==> src/rtl/backtrack_fifo_lanes_response_dispatch_pkg.sv <==
// Shared packet, route and FIFO-status types for the lane-side response dispatcher.
// Latency: n/a (types and constant helpers only).
// Backpressure: n/a; prog_full in FIFOStateSignalsOutput is the backtrack signal.
package backtrack_fifo_lanes_response_dispatch_pkg;

    localparam int ID_W   = 8;
    localparam int ADDR_W = 32;
    localparam int DATA_W = 32;

    typedef struct packed {
        logic              valid;
        logic [ADDR_W-1:0] address;
        logic [DATA_W-1:0] data;
    } MemoryPacket;

    typedef struct packed {
        logic [ID_W-1:0] id_cu;
        logic [ID_W-1:0] id_bundle;
        logic [ID_W-1:0] id_lane;
        logic [ID_W-1:0] id_engine;
        logic [ID_W-1:0] id_module;
    } MemoryPacketArbitrate;

    typedef struct packed {
        logic rd_en;
    } FIFOStateSignalsInput;

    typedef struct packed {
        logic full;
        logic empty;
        logic prog_full;
        logic valid;
    } FIFOStateSignalsOutput;

    // One-hot id of the bundle after id_bundle, wrapping at num_bundles.
    function automatic logic [ID_W-1:0] next_bundle_onehot(input int id_bundle, input int num_bundles);
        logic [ID_W-1:0] onehot;
        onehot = '0;
        onehot[(id_bundle + 1) % num_bundles] = 1'b1;
        return onehot;
    endfunction

endpackage

==> src/rtl/backtrack_fifo_lanes_response_dispatch_lane_response_fifo.sv <==
// Per-lane response buffer: circular store with registered status and read data.
// Latency: write visible (empty low) 1 cycle after the write edge; read data 1 cycle after rd_en.
// Backpressure: prog_full/full published to the dispatcher; writes when full only accepted alongside a read.
// Ports: clk, rst (sync, active-high), wr_en/wr_data, rd_en, rd_data (valid-qualified), status.
module lane_response_fifo
    import backtrack_fifo_lanes_response_dispatch_pkg::*;
#(
    parameter int DEPTH          = 16,
    parameter int PROG_THRESHOLD = 8
) (
    input  logic                  clk,
    input  logic                  rst,
    input  logic                  wr_en,
    input  MemoryPacket           wr_data,
    input  logic                  rd_en,
    output MemoryPacket           rd_data,
    output FIFOStateSignalsOutput status
);

    localparam int PTR_W = $clog2(DEPTH);
    localparam int CNT_W = PTR_W + 1;

    MemoryPacket           mem_q [DEPTH];
    logic [PTR_W-1:0]      wr_ptr_q, wr_ptr_d;
    logic [PTR_W-1:0]      rd_ptr_q, rd_ptr_d;
    logic [CNT_W-1:0]      count_q, count_d;
    MemoryPacket           rd_data_q, rd_data_d;
    FIFOStateSignalsOutput status_q, status_d;
    logic                  do_rd, do_wr;

    always_comb begin
        do_rd    = rd_en && (count_q != '0);
        // Full is tolerated when a read frees the slot in the same cycle.
        do_wr    = wr_en && ((count_q != CNT_W'(DEPTH)) || do_rd);
        wr_ptr_d = wr_ptr_q + PTR_W'(do_wr);
        rd_ptr_d = rd_ptr_q + PTR_W'(do_rd);
        count_d  = count_q;
        case ({do_wr, do_rd})
            2'b10:   count_d = count_q + 1'b1;
            2'b01:   count_d = count_q - 1'b1;
            default: count_d = count_q;
        endcase
        rd_data_d = '0;
        if (do_rd) begin
            rd_data_d       = mem_q[rd_ptr_q];
            rd_data_d.valid = 1'b1;
        end
        // Status is computed from the post-update count so it tracks this cycle's traffic.
        status_d.empty     = (count_d == '0);
        status_d.full      = (count_d == CNT_W'(DEPTH));
        status_d.prog_full = (count_d >= CNT_W'(PROG_THRESHOLD));
        status_d.valid     = do_rd;
    end

    always_ff @(posedge clk) begin
        if (rst) begin
            wr_ptr_q  <= '0;
            rd_ptr_q  <= '0;
            count_q   <= '0;
            rd_data_q <= '0;
            status_q  <= '{full: 1'b0, empty: 1'b1, prog_full: 1'b0, valid: 1'b0};
        end else begin
            wr_ptr_q  <= wr_ptr_d;
            rd_ptr_q  <= rd_ptr_d;
            count_q   <= count_d;
            rd_data_q <= rd_data_d;
            status_q  <= status_d;
        end
    end

    // Storage needs no reset: the count alone decides which entries are live.
    always_ff @(posedge clk) begin
        if (!rst && do_wr) begin
            mem_q[wr_ptr_q] <= wr_data;
        end
    end

    assign rd_data = rd_data_q;
    assign status  = status_q;

endmodule

==> src/rtl/backtrack_fifo_lanes_response_dispatch.sv <==
// Lane-side response dispatch: registers engine responses and broadcasts each to the routed lane buffers.
// Latency: response_in at t is written at the edge ending t+1, readable from t+2; read data 1 cycle after rd_en.
// Backpressure: per-lane prog_full backtracks the engine; a packet hitting a full, unread lane is dropped whole and flags overflow_error.
// Ports: ap_clk, areset (sync, active-high), route config, response_in, per-lane rd_en in, per-lane data/status out, overflow_error.
module backtrack_fifo_lanes_response_dispatch
    import backtrack_fifo_lanes_response_dispatch_pkg::*;
#(
    parameter int ID_CU           = 0,
    parameter int ID_BUNDLE       = 0,
    parameter int ID_LANE         = 0,
    parameter int ID_ENGINE       = 0,
    parameter int ID_MODULE       = 0,
    parameter int NUM_LANES_MAX   = 4,
    parameter int NUM_BUNDLES_MAX = 4,
    parameter int LANE_FIFO_DEPTH = 16,
    parameter int PROG_THRESHOLD  = 8
) (
    input  logic                  ap_clk,
    input  logic                  areset,
    input  logic                  configure_route_valid,
    input  MemoryPacketArbitrate  configure_route_in,
    input  MemoryPacket           response_in,
    input  FIFOStateSignalsInput  fifo_response_lanes_signals_in [NUM_LANES_MAX],
    output MemoryPacket           response_lanes_out [NUM_LANES_MAX],
    output FIFOStateSignalsOutput fifo_response_lanes_backtrack_signals_out [NUM_LANES_MAX],
    output logic                  overflow_error
);

    if ((LANE_FIFO_DEPTH - PROG_THRESHOLD) < 6) begin : g_bad_threshold
        $error("LANE_FIFO_DEPTH - PROG_THRESHOLD must be at least 6 to absorb in-flight packets");
    end
    if (NUM_LANES_MAX < 2) begin : g_bad_lanes
        $error("NUM_LANES_MAX must be at least 2");
    end
    if ((1 << $clog2(LANE_FIFO_DEPTH)) != LANE_FIFO_DEPTH) begin : g_bad_depth
        $error("LANE_FIFO_DEPTH must be a power of 2");
    end

    localparam logic [ID_W-1:0] NEXT_BUNDLE = next_bundle_onehot(ID_BUNDLE, NUM_BUNDLES_MAX);

    logic                  areset_dispatch_q, areset_dispatch_d;
    MemoryPacketArbitrate  route_q, route_d;
    logic                  route_valid_q, route_valid_d;
    MemoryPacket           response_in_reg_q, response_in_reg_d;
    logic                  overflow_q, overflow_d;
    logic [NUM_LANES_MAX-1:0] mask, lane_full, lane_rd, lane_wr_en;
    logic                  blocked, pkt_vld;
    FIFOStateSignalsOutput lane_status [NUM_LANES_MAX];

    always_comb begin
        areset_dispatch_d = areset;
        route_d           = configure_route_valid ? configure_route_in : route_q;
        route_valid_d     = route_valid_q | configure_route_valid;
        response_in_reg_d = response_in;

        // Packets for the next bundle go to the lower lanes; anything else
        // leaves through the top lane toward the following bundle.
        mask = '0;
        if (route_valid_q) begin
            if (route_q.id_bundle[NUM_BUNDLES_MAX-1:0] == NEXT_BUNDLE[NUM_BUNDLES_MAX-1:0]) begin
                mask = {1'b0, route_q.id_lane[NUM_LANES_MAX-2:0]};
            end else begin
                mask[NUM_LANES_MAX-1] = route_q.id_lane[NUM_LANES_MAX-1];
            end
        end

        // All-or-none broadcast: one blocked target stops the write to every lane.
        pkt_vld    = response_in_reg_q.valid;
        blocked    = |(mask & lane_full & ~lane_rd);
        lane_wr_en = (pkt_vld && !blocked) ? mask : '0;
        overflow_d = overflow_q | (pkt_vld & blocked);
    end

    always_ff @(posedge ap_clk) begin
        areset_dispatch_q <= areset_dispatch_d;
    end

    always_ff @(posedge ap_clk) begin
        if (areset_dispatch_q) begin
            route_q           <= '0;
            route_valid_q     <= 1'b0;
            response_in_reg_q <= '0;
            overflow_q        <= 1'b0;
        end else begin
            route_q           <= route_d;
            route_valid_q     <= route_valid_d;
            response_in_reg_q <= response_in_reg_d;
            overflow_q        <= overflow_d;
        end
    end

    for (genvar i = 0; i < NUM_LANES_MAX; i++) begin : g_lane
        assign lane_full[i] = lane_status[i].full;
        assign lane_rd[i]   = fifo_response_lanes_signals_in[i].rd_en;

        lane_response_fifo #(
            .DEPTH         (LANE_FIFO_DEPTH),
            .PROG_THRESHOLD(PROG_THRESHOLD)
        ) u_fifo (
            .clk    (ap_clk),
            .rst    (areset_dispatch_q),
            .wr_en  (lane_wr_en[i]),
            .wr_data(response_in_reg_q),
            .rd_en  (lane_rd[i]),
            .rd_data(response_lanes_out[i]),
            .status (lane_status[i])
        );

        assign fifo_response_lanes_backtrack_signals_out[i] = lane_status[i];
    end

    assign overflow_error = overflow_q;

    // Position ids and route fields other than bundle/lane carry no behaviour here.
    logic unused_ids;
    assign unused_ids = ^{route_q, 32'(ID_CU), 32'(ID_LANE), 32'(ID_ENGINE), 32'(ID_MODULE)};

endmodule

==> config.mk <==
export PLATFORM = sky130hd
export DESIGN_NAME = backtrack_fifo_lanes_response_dispatch
export DESIGN_NICKNAME = d
export VERILOG_FILES = /design/src/rtl/backtrack_fifo_lanes_response_dispatch_pkg.sv /design/src/rtl/backtrack_fifo_lanes_response_dispatch_lane_response_fifo.sv /design/src/rtl/backtrack_fifo_lanes_response_dispatch.sv
export SDC_FILE = /design/constraint.sdc
export NUM_CORES = 2
export LEC_CHECK = 0
export ABC_CLOCK_PERIOD_IN_PS = 14300
export CAP_MARGIN = 25
export CORE_MARGIN = 3
export CORE_UTILIZATION = 42
export DETAILED_ROUTE_END_ITERATION = 7
export GPL_TIMING_DRIVEN = 0
export HOLD_SLACK_MARGIN = 0.03
export PLACE_DENSITY = 0.59
export SLEW_MARGIN = 30
export SYNTH_ARGS = -nofsm -noshare
export SYNTH_HDL_FRONTEND = slang
export SYNTH_MEMORY_MAX_BITS = 65536
export SYNTH_SLANG_ARGS = --single-unit
==> constraint.sdc <==
create_clock -name ap_clk -period 14.3 [get_ports ap_clk]
set_input_delay 2.145 -clock ap_clk [delete_from_list [all_inputs] [get_ports ap_clk]]
set_output_delay 2.145 -clock ap_clk [all_outputs]
set_load 0.02 [all_outputs]
-- Yosys cells after proc, flatten, opt, wreduce, memory -nomap -nowiden
Memory sizes are Yosys's and may differ from the RTL's. A register that Yosys moved wholly into a read port is not among the register bits.
Cells that the tools add are included.
W data, S select, Z words.
- register bits after elaboration: 404
- bits in writable memories: 4160
- output and inout bits: 277
- logic and storage cells: 155
- memories kept: 4
- $add $sub $neg: 16
- $lt $le $gt $ge: 4
- equal/unequal tests: 17
- multiplexer cells: 24
- bitwise logic cells: 10
- reductions and logical operators: 32
- memory list (memory ; depth ; bits a word ; read ports ; clocked after memory_dff ; write ports ; line ; text):
    g_lane[0].u_fifo.mem_q ; 16 ; 65 ; 1 ; 1 ; 1 ; backtrack_fifo_lanes_response_dispatch_lane_response_fifo.sv:23 ; MemoryPacket mem_q [DEPTH];
    g_lane[1].u_fifo.mem_q ; 16 ; 65 ; 1 ; 1 ; 1 ; backtrack_fifo_lanes_response_dispatch_lane_response_fifo.sv:23 ;
    g_lane[2].u_fifo.mem_q ; 16 ; 65 ; 1 ; 1 ; 1 ; backtrack_fifo_lanes_response_dispatch_lane_response_fifo.sv:23 ;
    g_lane[3].u_fifo.mem_q ; 16 ; 65 ; 1 ; 1 ; 1 ; backtrack_fifo_lanes_response_dispatch_lane_response_fifo.sv:23 ;
- operators with widths (cell ; count):
    $mux W65 ; 4
    $pmux W5 S2 ; 4
    $add A4 B1 Y4 ; 8
    $mux W4 ; 6
    $add A5 B1 Y5 const B ; 4
    $eq A5 B5 Y1 const B ; 4
    $ge A5 B4 Y1 const B ; 4
    $logic_not A5 Y1 ; 4
    $ne A5 B5 Y1 const B ; 4
    $reduce_bool A5 Y1 ; 4
    $sub A5 B1 Y5 const B ; 4
    $logic_and A1 B1 Y1 ; 13
    $mux W1 ; 9
    $and A4 B4 Y4 ; 2
    $eq A2 B1 Y1 const B ; 4
    $eq A2 B2 Y1 const B ; 4
    $reduce_or A2 Y1 ; 4
    $eq A4 B2 Y1 const B ; 1
    $logic_or A1 B1 Y1 ; 4
    $not A1 Y1 ; 4
    $not A4 Y4 ; 1
    $reduce_or A4 Y1 ; 1
    $mux W3 ; 1
    $logic_not A1 Y1 ; 2
    2 further kinds ; 3

-- Depth between registers and ports, before layout
- depth after elaboration: 13
- gate-level depth with buffers: 14
- mapped depth without buffers: 13

-- Modules after synthesis
Synthesis repeated with hierarchy kept, for this count alone.
- cells, all modules: 6911
- area, all modules: 166898.8 sq um
- by module, submodules not included (module ; instances ; cells each ; area each (sq um)):
    lane_response_fifo at g_lane[1].u_fifo ... ; 2 ; 1677 ; 41154.5
    lane_response_fifo at g_lane[0].u_fifo ; 1 ; 1693 ; 41265.8
    lane_response_fifo at g_lane[3].u_fifo ; 1 ; 1678 ; 41108.2
    backtrack_fifo_lanes_response_dispatch ; 1 ; 186 ; 2215.9

-- Worst setup path before layout
Ideal clock, no wire load.
- path kind: input to register
- from: input fifo_response_lanes_signals_in[1] in the netlist's numbering
- to: memory g_lane[0].u_fifo.mem_q[0][0] in the netlist's numbering, enable pin
- arrival time: 7.570 ns
- slack: 6.166 ns
- cell stages on the path: 6
- cells stage by stage: nand3b_1 -> and4_4 -> buf_6 -> nand2_1 -> or4_1 -> nor3_1
- longest elaborated chain between the ends: 10
- ends and longest elaborated chain (item ; line ; text):
    start, declared ; backtrack_fifo_lanes_response_dispatch.sv:23 ; input FIFOStateSignalsInput fifo_response_lanes_signals_in [NUM_LANES_MAX],
    $not A4 Y4 ; backtrack_fifo_lanes_response_dispatch.sv:69 ; blocked = |(mask & lane_full & ~lane_rd);
    $and A4 B4 Y4 ; backtrack_fifo_lanes_response_dispatch.sv:69 ;
    $reduce_or A4 Y1 ; backtrack_fifo_lanes_response_dispatch.sv:69 ;
    $logic_not A1 Y1 ; backtrack_fifo_lanes_response_dispatch.sv:70 ; lane_wr_en = (pkt_vld && !blocked) ? mask : '0;
    $logic_and A1 B1 Y1 ; backtrack_fifo_lanes_response_dispatch.sv:70 ;
    $mux W4 ; backtrack_fifo_lanes_response_dispatch.sv:70 ;
    $logic_and A1 B1 Y1 ; backtrack_fifo_lanes_response_dispatch_lane_response_fifo.sv:34 ; do_wr = wr_en && ((count_q != CNT_W'(DEPTH)) || do_rd);
    $logic_and A1 B1 Y1 ; backtrack_fifo_lanes_response_dispatch_lane_response_fifo.sv:73 ; if (!rst && do_wr) begin
    $mux W1 ; backtrack_fifo_lanes_response_dispatch_lane_response_fifo.sv:73 ;
    $mux W1 (not written as such) ; backtrack_fifo_lanes_response_dispatch_lane_response_fifo.sv:74 ; mem_q[wr_ptr_q] <= wr_data;
    end, declared ; backtrack_fifo_lanes_response_dispatch_lane_response_fifo.sv:23 ;
Every way passes these cells.

-- Final worst setup path
- from: input fifo_response_lanes_signals_in[0] in the netlist's numbering
- to: register g_lane[3].u_fifo.status_q, in the netlist g_lane[3].u_fifo.status[2]
- elaborated cells between the ends (all ways): 13
- classes of those cells: eq/ne (2); mux (2); bitwise (2); reduce/logical (7)
- RTL lines (item ; line ; text):
    $logic_and A1 B1 Y1 * ; backtrack_fifo_lanes_response_dispatch_lane_response_fifo.sv:32 ; do_rd = rd_en && (count_q != '0);
    via g_lane[3].u_fifo.do_rd ; backtrack_fifo_lanes_response_dispatch_lane_response_fifo.sv:29 ; logic do_rd, do_wr;
    $logic_or A1 B1 Y1 ; backtrack_fifo_lanes_response_dispatch_lane_response_fifo.sv:34 ;
    $logic_and A1 B1 Y1 ; backtrack_fifo_lanes_response_dispatch_lane_response_fifo.sv:34 ;
    $eq A2 B1 Y1 / $eq A2 B2 Y1 (equally long branches) ; backtrack_fifo_lanes_response_dispatch_lane_response_fifo.sv:38 ; case ({do_wr, do_rd})
    $pmux W5 S2 * ; backtrack_fifo_lanes_response_dispatch_lane_response_fifo.sv:38 ;
    $logic_not A5 Y1 * ; backtrack_fifo_lanes_response_dispatch_lane_response_fifo.sv:49 ; status_d.empty = (count_d == '0);
    end signal, assigned ; backtrack_fifo_lanes_response_dispatch_lane_response_fifo.sv:61 ; status_q <= '{full: 1'b0, empty: 1'b1, prog_full: 1'b0, valid: 1'b0};
    end signal, assigned ; backtrack_fifo_lanes_response_dispatch_lane_response_fifo.sv:67 ; status_q <= status_d;
    end, declared ; backtrack_fifo_lanes_response_dispatch_lane_response_fifo.sv:28 ; FIFOStateSignalsOutput status_q, status_d;
The timed path passes the listed nets; every way through them passes the cells marked *.
A chain may end at the register's enable or synchronous reset.

==> summary.md <==
The chip height is 635 um. The kind of cell with the highest combined delay on the critical path was buffers and inverters. The die covers 403000 um^2. The slew at the pin with the worst max-slew slack is 1.04 ns, and the flip-flop and latch count after synthesis is 4496. Maximum level of the CTS H-tree: 5. The cell with the largest stage delay on the worst path was sky130_fd_sc_hd__clkbuf_1. The setup path with the least slack is of type in2reg.

The hold violation total from the final report was 0. Traced cell by cell, the critical path runs through clkdlybuf4s50_1 > inv_1 > a21oi_1 > clkbuf_1 > clkbuf_1 > nand2_1 > inv_1 > ha_1 > nor2b_1 > o21ai_0 > a211oi_1 > a2bb2oi_1 > nand3_1 > o21ai_0. The run gives 0.98 ns as the clock latency of the later-clocked register in the worst-skew pair. Maximum clock rate: 0.161 GHz. The tools report the summed area of non-filler cells in the final layout as 200000 um^2. For the via count of the routed design, the log shows 78026. A synthesized cell averages 24.2 um^2. 389 I/O pins were placed. The congestion estimate from routability-driven global placement came to 0.761.

The die is 635 um wide. Once placement finished, the instance area stood at 185000 um^2. The top cell types in the final layout, fill and taps aside, are sky130_fd_sc_hd__edfxtp_1, sky130_fd_sc_hd__mux4_2, sky130_fd_sc_hd__clkbuf_16. The tools report the remaining number of nets flagged by the antenna check after routing as 0. The tools report the count of cells resized by post-cts repair as 0. The worst register-to-register path begins at g_lane[3].u_fifo.count_q[0]. The number of filler cells placed in the layout was 30589; the routed wire length was 445 mm. In this run, placement finished with an instance count of 12914.

STA puts the critical path data required time at 15.14 ns. Setup repair after global routing left no endpoint under its margin. For the total routing usage reported by global routing, the log shows 0.219. Power spread over the standard cell area amounts to 147 nW/um^2.

The worst min-delay path startpoint was route_valid_q. In this run the worst path has a maximum fanout of 10. The proportion of layout cells with a drive suffix above 1 is 0.316, and the placed wire-length estimate after detailed placement is 313 mm.

The largest net degree at the start of global routing is 49. Ranked by total cell area, the synthesized netlist is headed by sky130_fd_sc_hd__edfxtp_1, sky130_fd_sc_hd__mux4_2, sky130_fd_sc_hd__dfxtp_1. Once the clock tree was built, the setup fixing pass inserted 0 buffers. The worst slew slack as a fraction of its limit came out at 0.305. Clock-pin slew was measured on the worst setup and hold paths at 0.06 ns.

The count of final max-slew check failures is 0, and the cell depth of the worst hold path is 2. The run finished with clean final reports. Counting cells, the worst reg-to-reg path comes to 13. In this run, CTS created clock tree buffers numbering 450. Data on the critical path arrives at its endpoint at 7.04 ns. The final clock skew was 0.0519 ns; the final global-route overflow total was 0. Relative to the synthesized area, the layout overhead comes to 20.3%. The vias per cell works out to 5.65. The Yosys step of the flow raised 0 warnings. The fraction of post-synthesis cell area in the top cell type by area is 0.741. The tools report the startpoint type of the worst setup path as a primary input. TritonCTS built the clock tree. The critical path starts at fifo_response_lanes_signals_in[0]. Counting flops with a built-in enable in the synthesized netlist gives 4096. The number of buffers added to fix hold violations after cts is 0, and the wire length of the first global-routing pass is 621 mm.

The count of different cell masters after synthesis was 70; the worst slack on hold paths was 0.471 ns. The worst-case clock buffer depth was 4. The analysis attributes to cell leakage a power of 62.9 nW. After detailed routing, the number of remaining DRC violations is 0.

Leaving out filler cells and counting taps, the final layout contains 13799. For the via count of the first global-routing pass, the log shows 80754. In this run the clock root is driven by a sky130_fd_sc_hd__clkbuf_16. The final-report setup violation count was 0; the number of port buffers was 355.

The time the worst path needs with I/O delays and setup works out to 6.21 ns. Path type of the worst min-delay path: reg2reg. The share of flip-flops with an asynchronous set or reset is 0, and the overall power of the completed layout is 29.4 mW. The number of antenna violations at the first check in global routing came out at 48. Across the VDD grid, the largest voltage drop is 0.000104 V.

Leaving out fill and tap cells, the most frequent cell in the layout is sky130_fd_sc_hd__edfxtp_1. The cell accounting for the most synthesized area was sky130_fd_sc_hd__edfxtp_1. The slack of the worst reg-to-reg path is 9.37 ns, and the stage delay of the slowest cell on the critical path is 0.84 ns. The mapped netlist covers 166000 um^2.

After the first detailed-routing iteration, the DRC count stood at 9307. The setup total negative slack is 0 ns, and the average wire per standard cell is 32.3 um. For this run, the detailed router's first-pass iteration total came to 5. The final clock period utilization by the worst path works out to 0.434. At the end of the flow, the number of nets in the layout was 8288. The effective utilization at floorplan is 0.422, and the cell row count is 230. The sequential cell area fraction in the yosys report was 0.789.

The post-synthesis net count is 7018. For this run, the leading register cell type out of synthesis is sky130_fd_sc_hd__edfxtp_1. The max-cap check violation count is 0. In this run the number of cells on the critical path is 14. The post-synthesis instance total was 6876. The worst setup path is captured at a flip-flop. The run gives 4496 as the total number of clock tree sinks. Together, buffers and inverters on the worst path number 5. The core region is 393000 um^2.
## report_power, final
group | leakage [nW] | switching (mW) | internal, mW
Sequential | 40.7 | 0.174 | 14.4
Clock | 7.01 | 4.94 | 6.56
Combinational | 15.3 | 1.70 | 1.58
## worst paths after layout
kind	end
worst max register to register	g_lane[3].u_fifo.status[2]
worst max-delay path	g_lane[3].u_fifo.status[2]
worst min register to register	route_valid_q
worst min-delay path	route_valid_q
## sequential cells by signal, indices dropped and copies added, names as in the netlist, 8 cells and up
| name | flops |
|---|---|
| g_lane.u_fifo.mem_q | 4096 |
| g_lane.u_fifo.rd_data | 256 |
| response_in_reg_q | 64 |
| g_lane.u_fifo.count_q | 20 |
| g_lane.u_fifo.rd_ptr_q | 16 |
| g_lane.u_fifo.status | 16 |
| g_lane.u_fifo.wr_ptr_q | 16 |
| route_q | 8 |
## metal layers
layer  part of all wire  wire (um)  global-route usage  up-vias
met5           0.000061         27                   0        -
met4              0.044      19400              0.0900        4
met3              0.068      30200              0.0349      659
met2               0.51     226000               0.372     3039
met1               0.38     170000               0.283    42461
li1                   -          -                   -    31863
## stage by stage
step           utilization  worst slack, ns
5_1_grt              0.508             7.90
6_report             0.508             8.09
3_3_place_gp         0.448           -0.453
2_1_floorplan            -             6.17
4_1_cts              0.508             8.19
3_5_place_dp         0.471             7.14
## cell usage after synthesis, drive strengths merged (9+ instances only)
| cell type | count |
|---|---|
| a21oi | 12 |
| and2 | 131 |
| and3 | 131 |
| buf | 147 |
| clkbuf | 215 |
| dfxtp | 400 |
| edfxtp | 4096 |
| ha | 27 |
| inv | 26 |
| mux2i | 21 |
| mux4 | 1280 |
| nand2 | 21 |
| nand2b | 12 |
| nand3 | 17 |
| nand3b | 12 |
| nor2 | 111 |
| nor2b | 85 |
| nor3 | 25 |
| o21ai | 10 |
| xnor2 | 20 |
| xor2 | 9 |
## worst register-to-register path, stage by stage (launching register included)
cell	delay (ns)
sky130_fd_sc_hd__dfxtp_1	0.41
sky130_fd_sc_hd__nor4_1	0.13
sky130_fd_sc_hd__a21oi_1	0.81
sky130_fd_sc_hd__clkbuf_1	0.64
sky130_fd_sc_hd__clkbuf_1	0.85
sky130_fd_sc_hd__nand2_1	0.25
sky130_fd_sc_hd__inv_1	0.18
sky130_fd_sc_hd__ha_1	0.28
sky130_fd_sc_hd__nor2b_1	0.14
sky130_fd_sc_hd__o21ai_0	0.28
sky130_fd_sc_hd__a211oi_1	0.15
sky130_fd_sc_hd__a2bb2oi_1	0.27
sky130_fd_sc_hd__nand3_1	0.11
sky130_fd_sc_hd__o21ai_0	0.31
## cells by family (layout without fill, tap and decap cells)
group,count (synthesis),after routing,synth area share
simple gates,569,569,0.0195
xor+xnor,29,29,0.00153
compound gates,61,61,0.00287
fa+ha+maj,30,30,0.00240
mux,1303,1303,0.175
flops,4496,4496,0.789
other cells,0,35,0
buf+inv,388,2056,0.00979
## final cells by class
| type | instances | area (um^2) | share of cell area |
|---|---|---|---|
| Timing Repair Buffer | 818 | 12000 | 0.0600 |
| Antenna cell | 35 | 87.6 | 0.000438 |
| Multi-Input combinational cell | 1992 | 33900 | 0.170 |
| Sequential cell | 4496 | 131000 | 0.657 |
| Tap cell | 5220 | 6530 | 0.0327 |
| Clock buffer | 613 | 12300 | 0.0615 |
| Clock inverter | 237 | 2100 | 0.0105 |
| Inverter | 26 | 97.6 | 0.000488 |
| Buffer | 362 | 1600 | 0.00800 |
No activity file was read; power rests on OpenSTA's default activity.
